### src/rtl/mem_access_stage_if.sv
`default_nettype none
// ============================================================================
// Module      : mem_access_stage_if
// Description : Data-memory request/response bus between the memory stage
//               (master) and the data memory (slave). Request side uses a
//               valid/ready handshake; the response is a single valid pulse.
// Revision    : 1.0 - initial release
// ============================================================================
interface mem_access_stage_if #(
    parameter int XLEN = 64
);
    logic              req_valid;
    logic              req_ready;
    logic [XLEN-1:0]   addr;
    logic              we;
    logic [XLEN-1:0]   wdata;
    logic [XLEN/8-1:0] wstrb;
    logic              resp_valid;
    logic [XLEN-1:0]   rdata;

    modport master (
        output req_valid, addr, we, wdata, wstrb,
        input  req_ready, resp_valid, rdata
    );

    modport slave (
        input  req_valid, addr, we, wdata, wstrb,
        output req_ready, resp_valid, rdata
    );
endinterface
`default_nettype wire

### src/rtl/mem_access_stage.sv
`default_nettype none
// ============================================================================
// Module      : mem_access_stage
// Description : Pipelined CPU memory stage. Issues loads/stores to data memory
//               over a valid/ready bus, stalls upstream while an access is
//               outstanding, and registers the MEM/WB boundary with load
//               alignment, sign/zero extension and access-fault flagging.
// Revision    : 1.0 - initial release
// ============================================================================
module mem_access_stage #(
    parameter int XLEN = 64
) (
    input  wire logic             clk,
    input  wire logic             rst_n,
    // EX/MEM pipeline register
    input  wire logic             in_valid_i,
    input  wire logic [XLEN-1:0]  alu_result_i,
    input  wire logic [XLEN-1:0]  alu_input2_i,
    input  wire logic [4:0]       rd_i,
    input  wire logic [2:0]       funct3_i,
    input  wire logic             reg_write_i,
    input  wire logic             mem_read_i,
    input  wire logic             mem_write_i,
    input  wire logic             mem_reg_i,
    output logic                  stall_o,
    // Data memory bus
    mem_access_stage_if.master    dmem,
    // MEM/WB pipeline register
    output logic                  wb_valid_o,
    output logic                  wb_reg_write_o,
    output logic                  wb_mem_reg_o,
    output logic [4:0]            wb_rd_o,
    output logic [XLEN-1:0]       wb_data_o,
    output logic                  wb_exc_o
);

    localparam logic [1:0] S_IDLE = 2'd0;
    localparam logic [1:0] S_REQ  = 2'd1;
    localparam logic [1:0] S_RESP = 2'd2;

    logic [1:0]        state_q, state_d;

    // Access context captured in IDLE; the bus is driven only from these
    logic [XLEN-1:0]   addr_q;
    logic [2:0]        funct3_q;
    logic              we_q;
    logic [XLEN-1:0]   wdata_q;
    logic [7:0]        wstrb_q;
    logic [4:0]        rd_q;
    logic              reg_write_q;
    logic              mem_reg_q;

    logic              wb_valid_q;
    logic              wb_reg_write_q;
    logic              wb_mem_reg_q;
    logic [4:0]        wb_rd_q;
    logic [XLEN-1:0]   wb_data_q;
    logic              wb_exc_q;

    logic              w_mem_op;
    logic              w_misalign;
    logic              w_illegal;
    logic              w_exc;
    logic              w_start;
    logic [2:0]        w_off;
    logic [7:0]        w_wstrb;
    logic [XLEN-1:0]   w_wdata;
    logic [XLEN-1:0]   w_lane;
    logic [XLEN-1:0]   w_load;

    assign w_mem_op = in_valid_i & (mem_read_i | mem_write_i);
    assign w_off    = alu_result_i[2:0];
    assign w_wdata  = alu_input2_i << {w_off, 3'b000};
    assign w_start  = w_mem_op & ~w_exc;

    // Classify the incoming access: illegal encodings and size misalignment
    always_comb begin
        w_misalign = 1'b0;
        case (funct3_i[1:0])
            2'b01:   w_misalign = alu_result_i[0];
            2'b10:   w_misalign = |alu_result_i[1:0];
            2'b11:   w_misalign = |alu_result_i[2:0];
            default: w_misalign = 1'b0;
        endcase
        w_illegal = (mem_read_i & mem_write_i)
                  | (mem_read_i & (funct3_i == 3'b111))
                  | (mem_write_i & funct3_i[2]);
        w_exc     = w_mem_op & (w_illegal | w_misalign);
    end

    // Byte enables for the store size, placed at the byte offset
    always_comb begin
        w_wstrb = 8'h00;
        case (funct3_i[1:0])
            2'b00:   w_wstrb = 8'h01 << w_off;
            2'b01:   w_wstrb = 8'h03 << w_off;
            2'b10:   w_wstrb = 8'h0F << w_off;
            default: w_wstrb = 8'hFF;
        endcase
    end

    // Extract the addressed lane of the read doubleword and extend it
    always_comb begin
        w_lane = dmem.rdata >> {addr_q[2:0], 3'b000};
        case (funct3_q)
            3'b000:  w_load = {{(XLEN-8){w_lane[7]}},   w_lane[7:0]};
            3'b001:  w_load = {{(XLEN-16){w_lane[15]}}, w_lane[15:0]};
            3'b010:  w_load = {{(XLEN-32){w_lane[31]}}, w_lane[31:0]};
            3'b100:  w_load = {{(XLEN-8){1'b0}},        w_lane[7:0]};
            3'b101:  w_load = {{(XLEN-16){1'b0}},       w_lane[15:0]};
            3'b110:  w_load = {{(XLEN-32){1'b0}},       w_lane[31:0]};
            default: w_load = w_lane;
        endcase
    end

    // Next-state and stall; stall drops in the response cycle so EX/MEM advances
    always_comb begin
        state_d = state_q;
        stall_o = 1'b0;
        case (state_q)
            S_IDLE: begin
                stall_o = w_start;
                if (w_start) state_d = S_REQ;
            end
            S_REQ: begin
                stall_o = 1'b1;
                if (dmem.req_ready) state_d = S_RESP;
            end
            S_RESP: begin
                stall_o = ~dmem.resp_valid;
                if (dmem.resp_valid) state_d = S_IDLE;
            end
            default: begin
                state_d = S_IDLE;
                stall_o = 1'b0;
            end
        endcase
    end

    // State register
    always_ff @(posedge clk or negedge rst_n) begin
        if (!rst_n) state_q <= S_IDLE;
        else        state_q <= state_d;
    end

    // Capture the access context when a legal memory op is accepted
    always_ff @(posedge clk or negedge rst_n) begin
        if (!rst_n) begin
            addr_q      <= '0;
            funct3_q    <= '0;
            we_q        <= 1'b0;
            wdata_q     <= '0;
            wstrb_q     <= '0;
            rd_q        <= '0;
            reg_write_q <= 1'b0;
            mem_reg_q   <= 1'b0;
        end else if (state_q == S_IDLE && w_start) begin
            addr_q      <= alu_result_i;
            funct3_q    <= funct3_i;
            we_q        <= mem_write_i;
            wdata_q     <= w_wdata;
            wstrb_q     <= w_wstrb;
            rd_q        <= rd_i;
            reg_write_q <= reg_write_i;
            mem_reg_q   <= mem_reg_i;
        end
    end

    // MEM/WB register: pass-through in IDLE, memory result on response
    always_ff @(posedge clk or negedge rst_n) begin
        if (!rst_n) begin
            wb_valid_q     <= 1'b0;
            wb_reg_write_q <= 1'b0;
            wb_mem_reg_q   <= 1'b0;
            wb_rd_q        <= '0;
            wb_data_q      <= '0;
            wb_exc_q       <= 1'b0;
        end else begin
            case (state_q)
                S_IDLE: begin
                    if (w_start) begin
                        wb_valid_q     <= 1'b0;
                    end else begin
                        wb_valid_q     <= in_valid_i;
                        wb_data_q      <= alu_result_i;
                        wb_rd_q        <= rd_i;
                        wb_reg_write_q <= reg_write_i & ~w_exc;
                        wb_mem_reg_q   <= mem_reg_i;
                        wb_exc_q       <= w_exc;
                    end
                end
                S_RESP: begin
                    if (dmem.resp_valid) begin
                        wb_valid_q     <= 1'b1;
                        wb_rd_q        <= rd_q;
                        wb_reg_write_q <= reg_write_q;
                        wb_mem_reg_q   <= mem_reg_q;
                        wb_exc_q       <= 1'b0;
                        wb_data_q      <= (!we_q && mem_reg_q) ? w_load : addr_q;
                    end
                end
                default: ;
            endcase
        end
    end

    assign dmem.req_valid = (state_q == S_REQ);
    assign dmem.addr      = {addr_q[XLEN-1:3], 3'b000};
    assign dmem.we        = we_q;
    assign dmem.wdata     = wdata_q;
    assign dmem.wstrb     = wstrb_q;

    assign wb_valid_o     = wb_valid_q;
    assign wb_reg_write_o = wb_reg_write_q;
    assign wb_mem_reg_o   = wb_mem_reg_q;
    assign wb_rd_o        = wb_rd_q;
    assign wb_data_o      = wb_data_q;
    assign wb_exc_o       = wb_exc_q;

endmodule
`default_nettype wire
### src/flat_wrapper.sv
// flat-port wrapper written by rule: the top's interface ports become plain ports
module mem_access_stage_flat 
#(
    parameter int XLEN = 64
)
  (clk, rst_n, in_valid_i, alu_result_i, alu_input2_i, rd_i, funct3_i, reg_write_i, mem_read_i, mem_write_i, mem_reg_i, stall_o, wb_valid_o, wb_reg_write_o, wb_mem_reg_o, wb_rd_o, wb_data_o, wb_exc_o, dmem_req_valid, dmem_addr, dmem_we, dmem_wdata, dmem_wstrb, dmem_req_ready, dmem_resp_valid, dmem_rdata);
  mem_access_stage_if #(.XLEN(XLEN)) dmem_i ();
  input  wire logic clk;
  input  wire logic rst_n;
  input  wire logic in_valid_i;
  input  wire logic [XLEN-1:0] alu_result_i;
  input  wire logic [XLEN-1:0] alu_input2_i;
  input  wire logic [4:0] rd_i;
  input  wire logic [2:0] funct3_i;
  input  wire logic reg_write_i;
  input  wire logic mem_read_i;
  input  wire logic mem_write_i;
  input  wire logic mem_reg_i;
  output logic stall_o;
  output logic wb_valid_o;
  output logic wb_reg_write_o;
  output logic wb_mem_reg_o;
  output logic [4:0] wb_rd_o;
  output logic [XLEN-1:0] wb_data_o;
  output logic wb_exc_o;
  output wire logic [$bits(dmem_i.req_valid)-1:0] dmem_req_valid;
  output wire logic [$bits(dmem_i.addr)-1:0] dmem_addr;
  output wire logic [$bits(dmem_i.we)-1:0] dmem_we;
  output wire logic [$bits(dmem_i.wdata)-1:0] dmem_wdata;
  output wire logic [$bits(dmem_i.wstrb)-1:0] dmem_wstrb;
  input wire logic [$bits(dmem_i.req_ready)-1:0] dmem_req_ready;
  input wire logic [$bits(dmem_i.resp_valid)-1:0] dmem_resp_valid;
  input wire logic [$bits(dmem_i.rdata)-1:0] dmem_rdata;
  assign dmem_req_valid = dmem_i.req_valid;
  assign dmem_addr = dmem_i.addr;
  assign dmem_we = dmem_i.we;
  assign dmem_wdata = dmem_i.wdata;
  assign dmem_wstrb = dmem_i.wstrb;
  assign dmem_i.req_ready = dmem_req_ready;
  assign dmem_i.resp_valid = dmem_resp_valid;
  assign dmem_i.rdata = dmem_rdata;
  mem_access_stage #(.XLEN(XLEN)) u_core (.clk(clk), .rst_n(rst_n), .in_valid_i(in_valid_i), .alu_result_i(alu_result_i), .alu_input2_i(alu_input2_i), .rd_i(rd_i), .funct3_i(funct3_i), .reg_write_i(reg_write_i), .mem_read_i(mem_read_i), .mem_write_i(mem_write_i), .mem_reg_i(mem_reg_i), .stall_o(stall_o), .dmem(dmem_i), .wb_valid_o(wb_valid_o), .wb_reg_write_o(wb_reg_write_o), .wb_mem_reg_o(wb_mem_reg_o), .wb_rd_o(wb_rd_o), .wb_data_o(wb_data_o), .wb_exc_o(wb_exc_o));
endmodule
### config.mk
export PLATFORM = sky130hd
export DESIGN_NAME = mem_access_stage_flat
export DESIGN_NICKNAME = d
export VERILOG_FILES = /design/src/rtl/mem_access_stage_if.sv /design/src/rtl/mem_access_stage.sv /design/src/flat_wrapper.sv
export SDC_FILE = /design/constraint.sdc
export NUM_CORES = 1
export LEC_CHECK = 0
export CAP_MARGIN = 20
export CORE_AREA = 4 4 190 192
export CTS_CLUSTER_SIZE = 12
export DETAILED_ROUTE_END_ITERATION = 16
export DIE_AREA = 0 0 194 196
export GPL_TIMING_DRIVEN = 0
export PLACE_DENSITY = 0.7
export RECOVER_POWER = 25
export SYNTH_ARGS = -nofsm -noshare
export SYNTH_HDL_FRONTEND = slang
export SYNTH_SLANG_ARGS = --single-unit
### constraint.sdc
create_clock -name clk -period 3.04 [get_ports clk]
set_clock_uncertainty 0.1 [all_clocks]
set_input_delay 0.608 -clock clk [delete_from_list [all_inputs] [get_ports clk]]
set_output_delay 0.608 -clock clk [all_outputs]
set_load 0.01 [all_outputs]
# ---- After elaboration in Yosys (flattened, before gate mapping)
# Cells that the tools add are included.
# Widths: inputs -> output; s select.
dict set report word_totals {
  regBits 222
  output_inout_bits 212
  word_cells 87
}
dict set report op_classes {
  n_eq_ne 15
  shifts 5
  muxes 27
  bitwise 13
  n_reduce_logical 12
}
# cell n
set op_table {}
lappend op_table {{$pmux 64 s6} 1}
lappend op_table {{$mux 64} 3}
lappend op_table {{$pmux 64 s2} 1}
lappend op_table {{$shl 64x6->64} 1}
lappend op_table {{$shr 64x6->64} 1}
lappend op_table {{$pmux 8 s3} 1}
lappend op_table {{$eq 3x3->1 const B} 4}
lappend op_table {{$mux 5} 2}
lappend op_table {{$pmux 5 s2} 1}
lappend op_table {{$mux 1} 8}
lappend op_table {{$pmux 1 s2} 4}
lappend op_table {{$shl 1x3->8 const A} 1}
lappend op_table {{$shl 2x3->8 const A} 1}
lappend op_table {{$shl 4x3->8 const A} 1}
lappend op_table {{$and 1x1->1} 7}
lappend op_table {{$eq 2x2->1 const B} 3}
lappend op_table {{$mux 2} 3}
lappend op_table {{$pmux 1 s3} 2}
lappend op_table {{$pmux 2 s3} 1}
lappend op_table {{$reduce_and 3->1} 2}
lappend op_table {{$eq 2x1->1 const B} 2}
lappend op_table {{$logic_not 2->1} 2}
lappend op_table {{$ne 2x1->1 const B} 2}
lappend op_table {{$ne 2x2->1 const B} 2}
lappend op_table {{other kinds (11)} 16}

# ---- Logic depth before layout (Yosys ltp)
# Gate-level depths: netlist of run 1.
dict set report depth {
  depth_word 10
  mapped_depth 10
  depth_no_buf 7
}

# ---- Worst setup path after synthesis of run 1
# No wires, ideal clock.
dict set report synth_path {
  kind {input to output}
  from {input port funct3_i[0]}
  to {output port stall_o}
  t_arrival_ps 2277
  t_required_ps 2332
  setup_slack_ps 55
  stages 9
  cell_sequence {ha_1 -> buf_2 -> a211oi_1 -> nor3_1 -> or3_1 -> clkbuf_1 -> buf_2 -> buf_1 -> o211ai_1}
}
dict set report synth_via {
  elab_chain_len 9
}
# element line
set synth_rtl {}
lappend synth_rtl {{from (decl)} flat_wrapper.sv:14} ;# input wire logic [2:0] funct3_i;
lappend synth_rtl {{$eq 3x3->1} mem_access_stage.sv:86} ;# | (mem_read_i & (funct3_i == 3'b111))
lappend synth_rtl {{$and 1x1->1} mem_access_stage.sv:86}
lappend synth_rtl {{$or 1x1->1} mem_access_stage.sv:86}
lappend synth_rtl {{$or 1x1->1} mem_access_stage.sv:87} ;# | (mem_write_i & funct3_i[2]);
lappend synth_rtl {{$or 1x1->1 (*)} mem_access_stage.sv:88} ;# w_exc = w_mem_op & (w_illegal | w_misalign);
lappend synth_rtl {{$and 1x1->1 (*)} mem_access_stage.sv:88}
lappend synth_rtl {{$not 1->1 (*)} mem_access_stage.sv:74} ;# assign w_start = w_mem_op & ~w_exc;
lappend synth_rtl {{$and 1x1->1 (*)} mem_access_stage.sv:74}
lappend synth_rtl {{$pmux 1 s3 (*)} mem_access_stage.sv:120} ;# case (state_q)
lappend synth_rtl {{to (decl)} flat_wrapper.sv:19} ;# output logic stall_o;
# Every way passes the cells marked *; elsewhere a longest branch is shown, timed or not.

# ---- Worst setup path in the final report of run 1
dict set report layout_path {
  from {input port alu_result_i[1]}
  to {register u_core.wdata_q[38] (netlist: u_core.dmem.wdata[38])}
}
dict set report layout_via {
  elab_chain_len 7
}
# element line
set layout_rtl {}
lappend layout_rtl {{from (decl)} flat_wrapper.sv:11} ;# input wire logic [XLEN-1:0] alu_result_i;
lappend layout_rtl {{$reduce_or 3->1 / $reduce_or 2->1 (equally long branches)} {mem_access_stage.sv:82, mem_access_stage.sv:81}}
lappend layout_rtl {{$pmux 1 s3} mem_access_stage.sv:79} ;# case (funct3_i[1:0])
lappend layout_rtl {{$or 1x1->1} mem_access_stage.sv:88}
lappend layout_rtl {{$and 1x1->1} mem_access_stage.sv:88}
lappend layout_rtl {{$not 1->1} mem_access_stage.sv:74}
lappend layout_rtl {{$and 1x1->1} mem_access_stage.sv:74}
lappend layout_rtl {{$logic_and 1x1->1} mem_access_stage.sv:157} ;# end else if (state_q == S_IDLE && w_start) begin
lappend layout_rtl {{to (signal assigned)} mem_access_stage.sv:161} ;# wdata_q <= w_wdata;
lappend layout_rtl {{to (decl)} mem_access_stage.sv:47} ;# logic [XLEN-1:0] wdata_q;
# Several ways; a longest one is shown, not always the timed one.
# A chain may end at the register's enable or synchronous reset.

==> flow_summary_export.csv, run 1 <==
group,metric,value,unit
run_status,status,"complete, but fails checks",
run_status,violations,"capacitance limit, slew limit",
synthesis,synth_top_area_share,40.69,%
floorplan,rows,68,
cts,cts_buffers,26,
synthesis,yosysSeqAreaShare,40.69,%
global_route,grt_max_degree,115,
synthesis,synthAdderAreaFrac,0.4582,%
job,drv_cap,1,
timing,setup_ws,0.06694,ns
layout,final_nets,2266,
cts,root_buffer,"clkbuf_16",
cts,h-tree-depth,1,
timing,holdWs,0.2471,ns
power_and_ir_drop,leakagePower,8.373,nW
timing,worstMarginPinSlew,1.594,ns
timing,relSlewSlack,-6.297,%
routing,wl,66090,µm
global_route,antenna_found_initial,9,
worst_setup_path,startpoint_type,"input pin",
floorplan,die_h,196,µm
synthesis,synthFlopType,"dfrtp_1",
cts,cts.path.max_buffers,3,
worst_hold_path,hp-class,"in2reg",
synthesis,muxShareOfSynthArea,12.23,%
layout,fillers,3135,
timing,setup_viol,0,
synthesis,synth_area_leaders,"dfrtp_1 41%, nand2_1 9.0%, mux2i_1 7.0%",
routing,wl_per_cell,26.09,µm
synthesis,synthCells,1598,
floorplan,io_pins,421,
cts,cts_tree,"done",
global_route,grt_remaining_overflow,0,
synthesis,synth_compound_area_share,20.11,%
global_route,first_global_vias,14820,
synthesis,async_reset_ff_share,100.0,%
routing,dr.pass1.iters,5,
place,place_ws,-1.878,ns
worst_setup_path,crit_type,"in2reg",
timing,setup_tns,0,ns
layout,syn2layout_area_growth,42.41,%
place,dpl-instance-area,0.01846,mm²
synthesis,ys_warn_count,0,
place,gp_congestion,0.9917,
timing,timing.fmax,336.4,MHz
place,port_buffers,416,
worst_setup_path,worst_ep_arrival_time,3.28,ns
timing,rsz0062_at_grt,"false",
routing,dr.first_iter.drc_count,1450,
cts,clock_latency,0.55,ns
synthesis,synth-edff-count,0,
layout,fin_area,0.01944,mm²
routing,vias,14820,
timing,hold_violations,0,
worst_setup_path,cp_max_fo,10,
place,place_hpwl,51230,µm
global_route,grt_pass1_wl,97260,µm
timing,finalCriticalPeriod,2.973,ns
floorplan,dieArea,0.03802,mm²
cts,clk_pin_slew_worst_paths,0.06,ns
synthesis,yosys.area_share.xor_xnor,0,%
floorplan,die_x,194,µm
floorplan,core,0.03437,mm²
synthesis,synth_cell_types,53,
timing,min_period_over_period,97.80,%
floorplan,initial_core_util,39.72,%
synthesis,ys_seq_elements,222,
power_and_ir_drop,p_per_area,837.3,mW/mm²
timing,finalMaxSlewViolations,110,
synthesis,avgSynthCellArea,8.545,µm²
routing,ant_nets,0,
layout,drive_gt1_share,11.35,%
synthesis,syn_area,0.01365,mm²
synthesis,synth_common_cells,"326 x nand2_1, 222 x dfrtp_1, 130 x nor2_1, 121 x a21oi_1",
cts,cts_sinks,222,
routing,viasPerCell,5.852,
global_route,track_usage,33.20,%
worst_setup_path,required,3.34,ns
power_and_ir_drop,p_total,16.28,mW
power_and_ir_drop,peakVddDrop,0.5093,mV
synthesis,yosysTopAreaCell,"dfrtp_1",
synthesis,synthSimpleGateAreaFrac,18.01,%
synthesis,synth_top_family_by_area,"compound AO/OA/AOI/OAI gates",
routing,drcViolationCount,0,
worst_setup_path,cp-end-kind,"flop",
synthesis,synth_most_common_cell,"nand2_1",
-- registers in the layout (all words and copies together) (netlist names), 2 cells and up --
signal / flops
u_core.addr_q: 64
u_core.state_q: 2
u_core.wb_data_o: 64
u_core.wb_rd_o: 5
u_core.rd_q: 5
u_core.dmem.wdata: 64
u_core.dmem.wstrb: 8
u_core.funct3_q: 3
-- path summary, 6_finish.rpt --
path | from | to | slack [ns] | cells after the start
setup / recovery | alu_result_i[1] | u_core.dmem.wdata[38] | 0.07 | 8
hold / removal | mem_write_i | u_core.dmem.we | 0.25 | 3
setup reg to reg | u_core.addr_q[1] | u_core.wb_data_o[58] | 0.07 | 7
hold reg to reg | u_core.dmem.wstrb[1] | u_core.dmem.wstrb[1] | 0.37 | 2
max in group asynchronous | rst_n | u_core.dmem.wdata[32] | 0.68 | 2
min in group asynchronous | rst_n | u_core.wb_data_o[28] | 0.35 | 1
-- cell type report --
type	instances	area (µm²)	area share (%)
multi-input cells	1160	7030	36.16
flip-flops and latches	222	5555	28.57
repair buffers	428	4230	21.76
plain buffers	203	1131	5.817
clock buffers	37	763.2	3.925
well taps	455	569.3	2.928
clock inverters	10	106.4	0.5469
inverters	11	41.29	0.2123
diodes	7	17.52	0.09008
-- critical path, cell delays in order --
cell      delay, ns
clkbuf_1       0.28
buf_1          0.53
buf_2          0.46
clkbuf_1       0.51
nor3_1         0.19
buf_2          0.23
a21oi_1        0.32
o21ai_0        0.13
-- power breakdown --
part | switching, mW | leakage, nW | internal [mW] | total, mW
Clock | 1.35 | 0.431 | 1.91 | 3.26
Sequential | 0.780 | 2.73 | 4.01 | 4.79
Combinational | 4.30 | 5.22 | 3.93 | 8.23
-- cells in the final DEF, fill, tap and decap left out, types with 10 or more instances in the layout --
cell type | Yosys | layout
clkbuf_1 | 79 | 75
o21ai_0 | 96 | 95
a211oi_1 | 54 | 51
clkdlybuf4s50_1 | 0 | 406
buf_4 | 67 | 77
nor2_1 | 130 | 129
nand2_1 | 326 | 325
o22ai_1 | 58 | 58
buf_1 | 21 | 18
o31ai_1 | 17 | 16
o221ai_1 | 11 | 11
nand2b_1 | 14 | 13
clkbuf_16 | 0 | 27
nor2b_1 | 35 | 35
nand3_1 | 10 | 10
nor4_1 | 27 | 25
and3_1 | 10 | 10
nor3_1 | 16 | 15
mux4_2 | 24 | 24
dfrtp_1 | 222 | 222
a21oi_1 | 121 | 121
buf_2 | 34 | 36
mux2_2 | 15 | 15
a31oi_1 | 10 | 10
a21o_1 | 16 | 16
mux2i_1 | 96 | 96
inv_1 | 11 | 10
-- metal layers --
layer,part of all wire (%),global-route usage [%],wire length (µm),up-vias
met1,38,41.56,25300,7189
met2,46,53.93,30490,946
met4,5.4,15.47,3543,4
met3,10,8.776,6734,175
li1,-,-,-,6509
met5,0.041,0,27,-
-- through the flow --
step / utilization, % / instances
6_report: 56.57 / 2533
5_1_grt: 56.57 / 2533
4_1_cts: 56.53 / 2526
3_5_place_dp: 53.69 / 2476
3_3_place_gp: 53.52 / 2471
2_1_floorplan: - / 1600
-- cell families after synthesis --
kind of cell             count (synthesis)
AND/OR/NAND/NOR                        579
AO/OA/AOI/OAI                          438
flip-flops                             222
buffers and inverters                  218
multiplexers                           135
adder cells (fa/ha/maj)                  5
other                                    1
-- timing repair --
action,in CTS,in global routing
pin swaps,6,5
resized for setup,40,26
setup buffers,5,2
hold buffers,0,0
setup endpoints to repair,215,97
gates cloned,0,0
(Power assumes the default switching activity.)
==> inputs of run 2 (changes only) <==
SLEW_MARGIN = 40   (was unset)
==> run 2 against run 1 <==
Compared with the run above: the run now ends clean; routed wire length up 0.65%; largest cell class unchanged; power is 0.77% higher; critical path type is now reg2out; via count grew 0.45%; critical path depth fell by 2; sequential share of layout area is 0.17 points lower; utilization grew 0.36 points; highest routed layer unchanged; setup slack worse by 0.047 ns; largest power group unchanged; sequential power about the same; register-to-register slack barely moved; cell count is essentially flat; clock power is 2% higher.
==> flow_summary_export.csv, run 2 (same netlist as run 1, synthesis figures left out) <==
group,metric,value,unit
cts,cts.path.max_buffers,3,
worst_setup_path,required,2.33,ns
floorplan,die_h,196,µm
routing,wl_per_cell,26.25,µm
place,place_ws,-1.965,ns
place,port_buffers,416,
place,place_hpwl,51480,µm
global_route,grt_pass1_wl,97350,µm
layout,final_common_cell,"clkdlybuf4s50_1",
routing,dr.pass1.iters,6,
worst_setup_path,cp-end-kind,"output port",
layout,drive_gt1_share,11.57,%
global_route,antenna_found_initial,8,
cts,h-tree-depth,1,
cts,clk_pin_slew_worst_paths,0.06,ns
layout,final_nets,2269,
floorplan,rows,68,
worst_setup_path,cp_max_fo,5,
layout,syn2layout_area_growth,43.32,%
floorplan,io_pins,421,
timing,worstMarginPinSlew,1.381,ns
layout,fin_area,0.01957,mm²
power_and_ir_drop,leakagePower,8.432,nW
global_route,grt_max_degree,61,
worst_setup_path,startpoint_type,"flop",
timing,setup_viol,0,
routing,ant_nets,0,
timing,finalMaxSlewViolations,0,
routing,drcViolationCount,0,
worst_setup_path,crit_type,"reg2out",
floorplan,initial_core_util,39.72,%
worst_setup_path,r2r-start,"u_core.addr_q[0]",
place,dpl-instance-area,0.01852,mm²
floorplan,core,0.03437,mm²
global_route,grt_remaining_overflow,0,
timing,timing.fmax,331.1,MHz
timing,hold_violations,0,
run_status,status,"complete, no violations",
floorplan,dieArea,0.03802,mm²
job,drv_cap,0,
timing,setup_ws,0.02011,ns
routing,vias,14890,
worst_hold_path,hp-class,"in2reg",
power_and_ir_drop,peakVddDrop,0.4431,mV
worst_hold_path,hp-start,"mem_write_i",
routing,dr.first_iter.drc_count,1554,
routing,wl,66520,µm
cts,clock_latency,0.55,ns
worst_setup_path,r2r-end,"u_core.wb_data_o[55]",
global_route,first_global_vias,14740,
global_route,track_usage,33.21,%
worst_hold_path,min_to,"u_core.dmem.we",
routing,viasPerCell,5.876,
timing,relSlewSlack,7.956,%
timing,rsz0062_at_grt,"false",
layout,layout_common_cells,"406 x clkdlybuf4s50_1, 325 x nand2_1, 221 x dfrtp_1, 129 x nor2_1, 121 x a21oi_1",
cts,cts_tree,"done",
cts,root_buffer,"clkbuf_16",
worst_hold_path,hold_depth,3,
worst_setup_path,worst_ep_arrival_time,2.31,ns
worst_setup_path,reg2reg_slack,0.08,ns
power_and_ir_drop,p_total,16.41,mW
power_and_ir_drop,p_per_area,838.4,mW/mm²
cts,cts_buffers,26,
timing,min_period_over_period,99.34,%
place,gp_congestion,0.9917,
floorplan,die_x,194,µm
worst_setup_path,rr_worst_depth,9,
timing,finalCriticalPeriod,3.020,ns
layout,fillers,3128,
cts,cts_sinks,222,
layout,post-route-util,56.93,%
## run 2: cell types whose count changed in the layout (fill, tap and decap cells not counted), sizes merged, moves of 2 or more
cell and delta:
dlygate4sd2 -3, dlymetal6s2s +2, buf +2, diode -2
clkbuf +2
## run 2: worst max path at each step
stage	from	endpoint	slack (ns)	cells after the start
after CTS	alu_result_i[2]	stall_o	-0.16	8
after floorplan	funct3_i[0]	stall_o	0.05	9
after global placement	rst_n	u_core.dmem.wdata[51]	-8.38	1
final	u_core.state_q[0]	stall_o	0.02	6
after global routing	u_core.state_q[0]	stall_o	0.0001	6
after detailed placement	funct3_i[1]	stall_o	-1.96	11
## run 2: repair_timing
item / 4_1_cts / 5_1_grt
endpoints found under the hold margin: 48 / 0
resized for setup: 28 / 29
buffers inserted: 6 / 3
setup endpoints to repair: 216 / 46
pin swaps: 4 / 5
hold buffers: 1 / 0
## run 2: power by group
| part | internal (mW) | switching (mW) |
|---|---|---|
| logic | 3.94 | 4.33 |
| clock network | 2.02 | 1.32 |
| registers | 4.01 | 0.782 |
| total | 9.97 | 6.43 |
## run 2: metal layers
| layer | vias up | share of wire, % | track usage, % |
|---|---|---|---|
| met5 | - | 0.065 | 0 |
| met1 | 7268 | 40 | 43.24 |
| met4 | 6 | 4.6 | 13.57 |
| met3 | 156 | 8.9 | 6.818 |
| met2 | 922 | 47 | 54.39 |
| li1 | 6537 | - | - |
## run 2: final cells by class
type                       count  area, µm²  area share, %
antenna                        5      12.51        0.06394
buffer                       204       1147          5.863
clock buffer                  39      780.7          3.990
clock inverter                 8      126.4         0.6458
inverter                      11      41.29         0.2110
multi-input combinational   1160       7041          35.98
sequential                   222       5557          28.40
tap                          455      569.3          2.909
timing repair buffer         430       4294          21.94
## run 2: critical path: stages, from the launching register on
cell	delay (ns)
dfrtp_2	0.43
or3_4	0.39
or3_4	0.40
buf_12	0.14
buf_8	0.11
o211ai_1	0.12
buf_2	0.19
## run 2: through the flow
| stage | std cells | setup TNS (ns) | hold slack (ns) |
|---|---|---|---|
| 6_report | 2534 | 0 | 0.2338 |
| 5_1_grt | 2534 | 0 | 0.2484 |
| 4_1_cts | 2527 | -0.1612 | 0.3692 |
| 3_5_place_dp | 2475 | -206.72 | 0.3577 |
| 3_3_place_gp | 2471 | -2038.87 | 0.3553 |
| 2_1_floorplan | 1600 | 0 | 0.2124 |
